File: config.mk
export PLATFORM = sky130hd
export DESIGN_NAME = stopwatch_up_count
export DESIGN_NICKNAME = d
export VERILOG_FILES = /design/src/rtl/stopwatch_up_count_pkg.sv /design/src/rtl/stopwatch_up_count_bcd_up_digit.sv /design/src/rtl/stopwatch_up_count.sv
export SDC_FILE = /design/constraint.sdc
export NUM_CORES = 1
export LEC_CHECK = 0
export CAP_MARGIN = 20
export CORE_ASPECT_RATIO = 1.4
export CORE_MARGIN = 2
export CORE_UTILIZATION = 50
export CTS_CLUSTER_SIZE = 24
export DETAILED_ROUTE_END_ITERATION = 8
export GPL_ROUTABILITY_DRIVEN = 0
export PLACE_DENSITY = 0.78
export SETUP_SLACK_MARGIN = 0.15
export SKIP_CTS_REPAIR_TIMING = 1
export SLEW_MARGIN = 25
export SYNTH_ARGS = -nofsm -noshare
export SYNTH_HDL_FRONTEND = slang
export SYNTH_SLANG_ARGS = --single-unit
File: constraint.sdc
create_clock -name clk -period 2.7 [get_ports clk]
set_clock_uncertainty 0.2 [all_clocks]
set_input_delay 0.27 -clock clk [delete_from_list [all_inputs] [get_ports clk]]
set_output_delay 0.27 -clock clk [all_outputs]
set_load 0.1 [all_outputs]
File: src/rtl/stopwatch_up_count_pkg.sv
// Shared types and constants for the stopwatch elapsed-time counter.
package stopwatch_pkg;

   typedef enum logic [1:0] {
      IDLE  = 2'd0,
      RUN   = 2'd1,
      PAUSE = 2'd2
   } sw_state_t;

   typedef logic [3:0] bcd_t;

   localparam bcd_t DIGIT_MAX = 4'd9;
   localparam bcd_t TENS_MAX  = 4'd5;

endpackage

File: src/rtl/stopwatch_up_count_bcd_up_digit.sv
// One mod-(MAX+1) up-counting BCD digit. carry_out is combinational so a
// chain of digits ripples its carries within a single cycle.
module bcd_up_digit
   import stopwatch_pkg::*;
#(
   parameter bcd_t MAX = DIGIT_MAX
) (
   input  logic clk,
   input  logic rst,
   input  logic clr,
   input  logic inc_en,
   output bcd_t q,
   output logic carry_out
);

   assign carry_out = inc_en & (q == MAX);

   // Digit register: clear wins, otherwise advance and roll over at MAX;
   // any out-of-range value is pulled back to 0 on its next increment.
   always_ff @(posedge clk or posedge rst) begin
      if (rst) begin
         q <= '0;
      end else if (clr) begin
         q <= '0;
      end else if (inc_en) begin
         q <= (q >= MAX) ? '0 : q + 4'd1;
      end
   end

endmodule

File: src/rtl/stopwatch_up_count.sv
// Four-digit BCD MM:SS up-counter with start/stop/clear control and a lap
// freeze. Sits between the 1 Hz tick prescaler and the display mux.
module stopwatch_up_count
   import stopwatch_pkg::*;
#(
   parameter bit WRAP         = 1'b1,
   parameter int MIN_TENS_MAX = 5
) (
   input  logic       clk,
   input  logic       rst,
   input  logic       tick,
   input  logic       start,
   input  logic       stop,
   input  logic       clear,
   input  logic       lap,
   output logic [3:0] sec_ones,
   output logic [3:0] sec_tens,
   output logic [3:0] min_ones,
   output logic [3:0] min_tens,
   output logic       running,
   output logic       lap_active,
   output logic       overflow
);

   localparam bcd_t MT_MAX = bcd_t'(MIN_TENS_MAX);

   sw_state_t state;

   bcd_t live_so, live_st, live_mo, live_mt;
   bcd_t lap_so, lap_st, lap_mo, lap_mt;
   logic c_so, c_st, c_mo, c_mt;

   logic at_max;
   logic cnt_req;
   logic cnt_en;
   logic ovf_nxt;

   // A tick counts only while running; stop and clear both suppress it.
   assign cnt_req = (state == RUN) & tick & ~stop & ~clear;

   assign at_max = (live_mt == MT_MAX)   & (live_mo == DIGIT_MAX) &
                   (live_st == TENS_MAX) & (live_so == DIGIT_MAX);

   // In saturating mode the digit chain is held at the maximum.
   assign cnt_en = cnt_req & (WRAP | ~at_max);

   // With wrapping the top carry-out is exactly the overflow condition;
   // when saturating the chain is gated so the condition is decoded directly.
   assign ovf_nxt = WRAP ? c_mt : (cnt_req & at_max);

   bcd_up_digit #(.MAX(DIGIT_MAX)) u_sec_ones (
      .clk(clk), .rst(rst), .clr(clear), .inc_en(cnt_en),
      .q(live_so), .carry_out(c_so)
   );

   bcd_up_digit #(.MAX(TENS_MAX)) u_sec_tens (
      .clk(clk), .rst(rst), .clr(clear), .inc_en(c_so),
      .q(live_st), .carry_out(c_st)
   );

   bcd_up_digit #(.MAX(DIGIT_MAX)) u_min_ones (
      .clk(clk), .rst(rst), .clr(clear), .inc_en(c_st),
      .q(live_mo), .carry_out(c_mo)
   );

   bcd_up_digit #(.MAX(MT_MAX)) u_min_tens (
      .clk(clk), .rst(rst), .clr(clear), .inc_en(c_mo),
      .q(live_mt), .carry_out(c_mt)
   );

   // Run-control FSM and registered overflow pulse; clear overrides all,
   // and stop beats a simultaneous start.
   always_ff @(posedge clk or posedge rst) begin
      if (rst) begin
         state    <= IDLE;
         overflow <= 1'b0;
      end else begin
         overflow <= ovf_nxt;
         if (clear) begin
            state <= IDLE;
         end else begin
            case (state)
               IDLE:    if (start && !stop) state <= RUN;
               RUN: begin
                  if (stop)                          state <= PAUSE;
                  else if (tick && at_max && !WRAP)  state <= PAUSE;
               end
               PAUSE:   if (start && !stop) state <= RUN;
               default: state <= IDLE;
            endcase
         end
      end
   end

   // Lap register: first lap pulse snapshots the live count, second releases it.
   always_ff @(posedge clk or posedge rst) begin
      if (rst) begin
         lap_active <= 1'b0;
         lap_so     <= '0;
         lap_st     <= '0;
         lap_mo     <= '0;
         lap_mt     <= '0;
      end else if (clear) begin
         lap_active <= 1'b0;
         lap_so     <= '0;
         lap_st     <= '0;
         lap_mo     <= '0;
         lap_mt     <= '0;
      end else if (lap) begin
         if (!lap_active) begin
            lap_active <= 1'b1;
            lap_so     <= live_so;
            lap_st     <= live_st;
            lap_mo     <= live_mo;
            lap_mt     <= live_mt;
         end else begin
            lap_active <= 1'b0;
         end
      end
   end

   assign running  = (state == RUN);
   assign sec_ones = lap_active ? lap_so : live_so;
   assign sec_tens = lap_active ? lap_st : live_st;
   assign min_ones = lap_active ? lap_mo : live_mo;
   assign min_tens = lap_active ? lap_mt : live_mt;

endmodule
==> out/summary.txt, run 1 <==
initial core utilization: 51.5%
Post-synth EDFFs: 0
deepest clock path buffer count: 2
Max Cap Violations: 0
root buffer cell: clkbuf_8
final worst setup slack: 0.480 ns
worst hold path type: in2async
Worst-path clk slew: 0.07 ns
worst skew pair latency: 0.28 ns
Layout area overhead: 18.0%
Final #Nets: 256
Top FF cell, synth: dfrtp_1
power consumption: 1.00 mW
grt total ovfl: 0
Synth async-reset ratio: 100%
worst path cell trace: mux2_2 > buf_4
PortBufs: 25
clock power share: 35.5%
dpl ws: 0.419 ns
unrepaired setup endpoints after global routing: false
mapped cell area: 0.00202 mm2
LEAKAGE: 1.15 nW
area of the core: 0.00392 mm2
largest net degree at the start of global routing: 37
pwr dens: 421 mW/mm2
Die Ht: 79.2 um
initial antenna violation count: 0
WL/cell: 14.6 um
Net Switching: 251 uW
Seq/Total Area, Yosys: 44.6%
Synth Instances: 211
Worst Max-Slew Pin Slew: 0.655 ns
I/O pin count: 26
Crit path max-delay family: flip-flops
Seq pwr share: 55.9%
CP Launch Type: flop
Total GRT Usage: 20.2%
row cnt: 27
final setup vio count: 0
Pins Over Slew Limit: 0
CP max FO: 29
DIE WIDTH: 57.7 um
DRC violations left: 0
Syn Nets: 230
CTS tree: yes
critical path's slowest cell: dfrtp_2
Peak VDD IR: 0.000376 V
CP arrival: 1.75 ns
status: finished, final reports clean
# diodes: 0
Final ANT Viol Nets: 0
Routed WL: 4110 um
TritonRoute pass-1 iters: 4
Critical Path Sink Type: output pin
Setup CP Type: reg2out
synth warn: 0
Final Hold Viols: 0
cts bufs inserted: 5
CTS Sinks: 36
Tmin final: 2.22 ns
Worst Path Buf+Inv: 1
global-route wire length before repair: 7190 um
Int Pwr: 752 uW
post-DP HPWL: 2900 um
hold slack: 0.185 ns
Max stage delay on crit path: 0.79 ns
layout cells sized above 1: 21.4%
CTS H-tree depth: 2
Mean Syn Cell Area: 9.57 um2
via density per instance: 5.70
# fillers: 351
vias in the first global route: 1,567
total negative setup slack: 0 ns
starting DRC count in detailed routing: 67
Worst Path Required: 2.23 ns
register bit total from synthesis: 36
Comb pwr share: 8.7%
Tcrit/Tclk final: 82.2%
FMAX: 0.450 GHz
detailed-route via count: 1,602
Switching Fraction: 25.0%
count of different cell masters after synthesis: 40
Die ar.: 0.00457 mm2
Slew headroom: 56.3%
-- power groups by stage --
stage / combinational [mW] / sequential [mW] / clock [mW]
final: 0.0868 / 0.561 / 0.356
after global routing: 0.0937 / 0.562 / 0.390
after CTS: 0.0877 / 0.560 / 0.370
after detailed placement: 0.0878 / 0.571 / 0
after global placement: 0.0868 / 0.570 / 0
after floorplan: 0.0652 / 0.566 / 0
-- metrics by stage --
| step | cells | cell area [um2] | utilization (%) |
|---|---|---|---|
| after detailed placement | 273 | 2300 | 58.7 |
| after CTS | 281 | 2380 | 60.8 |
| after global routing | 281 | 2380 | 60.8 |
| final | 281 | 2380 | 60.8 |
| after floorplan | 211 | 2060 | - |
| after global placement | 273 | 2300 | 58.7 |
-- synthesized netlist by cell type, types with 4 or more instances --
cell      number  area share (%)
a21oi_1       10             2.5
clkbuf_1       6             1.1
dfrtp_1       36              45
ha_1          12             7.4
inv_1         16             3.0
mux2_2         6             3.3
mux2i_1       16             7.9
nand2_1       22             4.1
nand2b_1       4             1.2
nand3_1        5             1.2
nor2_1        19             3.5
o21ai_0       18             4.5
-- final cells by class --
class	instances	area [um2]	area share [%]
Sequential cell	36	902	37.8
Clock inverter	1	5.00	0.210
Timing Repair Buffer	28	225	9.45
Tap cell	43	53.8	2.26
Inverter	16	60.1	2.52
Multi-Input combinational cell	150	1060	44.5
Clock buffer	7	76.3	3.20
-- metal layers --
metal	global-route usage (%)	up-vias	wire length (um)
met3	3.58	6	115
met1	25.7	782	1760
li1	-	784	-
met5	0	-	0
met4	7.21	0	72
met2	34.1	30	2160
-- worst min-delay path, stage by stage --
cell,delay [ns]
clkdlybuf4s50_1,0.39
inv_1,0.05
buf_4,0.39
-- final timing paths --
path,start,to,slack [ns],cells after the start
worst max-delay path,lap_active,min_ones[2],0.48,2
worst min-delay path,rst,lap_mt[0],0.18,3
worst max register to register,u_min_ones.q[0],u_min_ones.q[1],0.55,6
worst min register to register,lap_mo[3],lap_mo[3],0.32,2
max in group asynchronous,rst,lap_active,1.75,3
min in group clk,lap_mo[3],lap_mo[3],0.32,2
-- cells in the final DEF (no fill, tap or decap), types with 3 or more instances in the layout --
master and instances:
a21oi_1 10, a31oi_1 3, buf_4 22, clkbuf_8 5
clkdlybuf4s50_1 6, dfrtp_1 35, ha_1 12, inv_1 16
mux2_2 6, mux2i_1 16, nand2_1 22, nand2b_1 4
nand3_1 5, nand3b_1 3, nand4_1 3, nor2_1 19
nor3_1 3, o21ai_0 7, o21ai_2 12
-- flip-flops by register name, summed over array words and instances (netlist names) --
signal        count
u_min_tens.q      4
state             2
lap_mt            4
lap_mo            4
lap_active        1
u_sec_ones.q      4
u_min_ones.q      4
overflow          1
lap_so            4
lap_st            4
u_sec_tens.q      4
-- kinds of logic (layout without fill, tap and decap cells) --
family,count (synthesis),in the layout,share of synthesized area (%)
and+or+nand+nor,72,72,18.8
AOI/OAI and AO/OA,41,41,11.6
DFF,36,36,44.6
buffers and inverters,25,52,4.89
muxes,22,22,11.3
adders and majority gates,12,12,7.43
xor gates and xnor gates,3,3,1.30
(Power assumes the default switching activity.)
==> inputs of run 2 (changes only) <==
clock period = 2.3 ns   (was 2.7 ns; I/O delays follow)
==> run 2 against run 1 <==
Non-clock buffer count up 7. Combinational power up 64%. Final area is 17% higher. Clock-buffer cell count down 1. Critical path depth increased by 4. Sequential power rose by 16%.
==> out/summary.txt, run 2 (synthesis results as in run 1) <==
Worst Max-Slew Pin Slew: 0.462 ns (-0.193 ns)
initial core utilization: 51.5% (unchanged)
# fillers: 287 (-18%)
CP arrival: 2.10 ns (+0.35 ns)
root buffer cell: clkbuf_8
final setup vio count: 0 (unchanged)
CP max FO: 4 (-86%)
unrepaired setup endpoints after global routing: false
DIE WIDTH: 57.7 um (unchanged)
Final Util: 71.2% (+10 points)
pwr dens: 480 mW/mm2 (+14%)
detailed-route via count: 1,658 (+3.5%)
CTS tree: yes
status: finished, final reports clean
# diodes: 0 (unchanged)
Layout area overhead: 38.1%
TritonRoute pass-1 iters: 4 (unchanged)
Worst Path Required: 2.32 ns (+0.09 ns)
Worst-path clk slew: 0.07 ns (about the same)
total negative setup slack: 0 ns (unchanged)
starting DRC count in detailed routing: 42 (-37%)
placed cell areas: 0.00264 mm2 (+15%)
Sequential Area: 906 um2 (+0.42%)
Die ar.: 0.00457 mm2 (unchanged)
DRC violations left: 0 (unchanged)
R2R cell count: 6 (unchanged)
LEAKAGE: 1.26 nW (+9.8%)
Worst R2R Setup Slack: 0.22 ns (-0.33 ns)
Routed WL: 4550 um (+11%)
largest net degree at the start of global routing: 37 (unchanged)
Design Area, Final: 0.00279 mm2 (+17%)
PortBufs: 25 (unchanged)
row cnt: 27 (unchanged)
footprint of the multi-input gates: 0.00115 mm2 (+8.0%)
Pins Over Slew Limit: 0 (unchanged)
cts bufs inserted: 5 (unchanged)
grt total ovfl: 0 (unchanged)
area of the core: 0.00392 mm2 (unchanged)
worst skew pair latency: 0.29 ns (about the same)
most common cell after layout, fill and taps aside: dfrtp_1
Peak VDD IR: 0.000522 V (+39%)
initial antenna violation count: 0 (unchanged)
post-DP HPWL: 3170 um (+9.5%)
worst hold path type: in2async
WL/cell: 15.8 um (+7.9%)
layout cells sized above 1: 25.3% (+3.9 points)
deepest clock path buffer count: 2 (unchanged)
Crit path max-delay family: simple AND/OR/NAND/NOR gates
Setup CP Type: reg2reg
Final Hold Viols: 0 (unchanged)
global-route wire length before repair: 7710 um (+7.2%)
Max Cap Violations: 0 (unchanged)
R2R Path Start: u_sec_ones.q[1]
Final #Nets: 263 (+2.7%)
Tmin final: 2.08 ns
worst path cell trace: inv_1 > ha_2 > and3b_1 > nand4_2 > or4_4 > o21ai_2
CTS H-tree depth: 2 (unchanged)
Critical Path Sink Type: flop
Total GRT Usage: 22.3% (+2.0 points)
critical path's slowest cell: or4_4
CTS Sinks: 36 (unchanged)
via density per instance: 5.76 (+0.98%)
r2r endpoint: u_min_ones.q[3]
commonest cells after routing, fill and taps aside: dfrtp_1 (34), nand2_1 (22), nor2_1 (19), buf_12 (19), mux2i_1 (16)
I/O pin count: 26 (unchanged)
Tcrit/Tclk final: 90.5%
CP Launch Type: flop
Post-Layout Cell Count: 288 (+2.5%)
vias in the first global route: 1,648 (+5.2%)
Worst Path Buf+Inv: 1 (unchanged)
Die Ht: 79.2 um (unchanged)
placed insts: 277 (+1.5%)
FMAX: 0.480 GHz
Slew headroom: 69.2% (+13 points)
Max stage delay on crit path: 0.53 ns (-0.26 ns)
Final ANT Viol Nets: 0 (unchanged)
## run 2: layer usage
| metal | up-vias | GRT usage [%] | share of wire [%] |
|---|---|---|---|
| met1 | 812 | 25.7 | 41 |
| met2 | 33 | 37.5 | 52 |
| met3 | 13 | 5.21 | 3.6 |
| met5 | - | 0 | 0 |
| met4 | 0 | 11.9 | 3.1 |
| li1 | 800 | - | - |
## run 2: worst max path at each step
stage               startpoint  slack, ns  cells after the start         endpoint
2_1_floorplan       lap_active       0.17                      5        lap_mt[2]
3_3_place_gp   u_min_ones.q[0]       0.21                      6  u_min_ones.q[3]
4_1_cts        u_min_ones.q[0]       0.15                      6  u_min_ones.q[3]
3_5_place_dp   u_min_ones.q[0]       0.18                      6  u_min_ones.q[3]
5_1_grt        u_sec_ones.q[1]       0.14                      6  u_min_ones.q[3]
6_report       u_sec_ones.q[1]       0.22                      6  u_min_ones.q[3]
## run 2: cell type report
class / instances / share of cell area, %
Multi-Input combinational cell: 150 / 41.1
Sequential cell: 36 / 32.5
Timing Repair Buffer: 35 / 18.5
Clock buffer: 6 / 2.60
Inverter: 16 / 2.15
Tap cell: 43 / 1.93
Clock inverter: 2 / 1.26
## run 2: per-stage QoR
stage / power (mW) / hold slack, ns / setup slack, ns
floorplan: 0.755 / 0.101 / 0.173
global placement: 0.793 / 0.296 / 0.208
detailed placement: 0.795 / 0.311 / 0.182
CTS: 1.34 / 0.155 / 0.149
global route: 1.39 / 0.220 / 0.144
finish: 1.34 / 0.140 / 0.218
## run 2: worst reg2reg max path, delay by kind of cell (launching register included)
kind,cells,cell delay (ns)
AOI/OAI and AO/OA,1,0.14
and+or+nand+nor,3,0.87
adders and majority gates,1,0.24
buffers and inverters,1,0.17
DFF,1,0.40
## run 2: power breakdown
part | internal (mW) | switching (mW)
combinational | 0.0516 | 0.0907
clock | 0.322 | 0.224
sequential | 0.638 | 0.0125
==> inputs of run 3 (changes only) <==
SLEW_MARGIN = 20   (was 25)
==> results of run 3 <==
The final DEF is identical to that of run 2; final timing and power are the same.
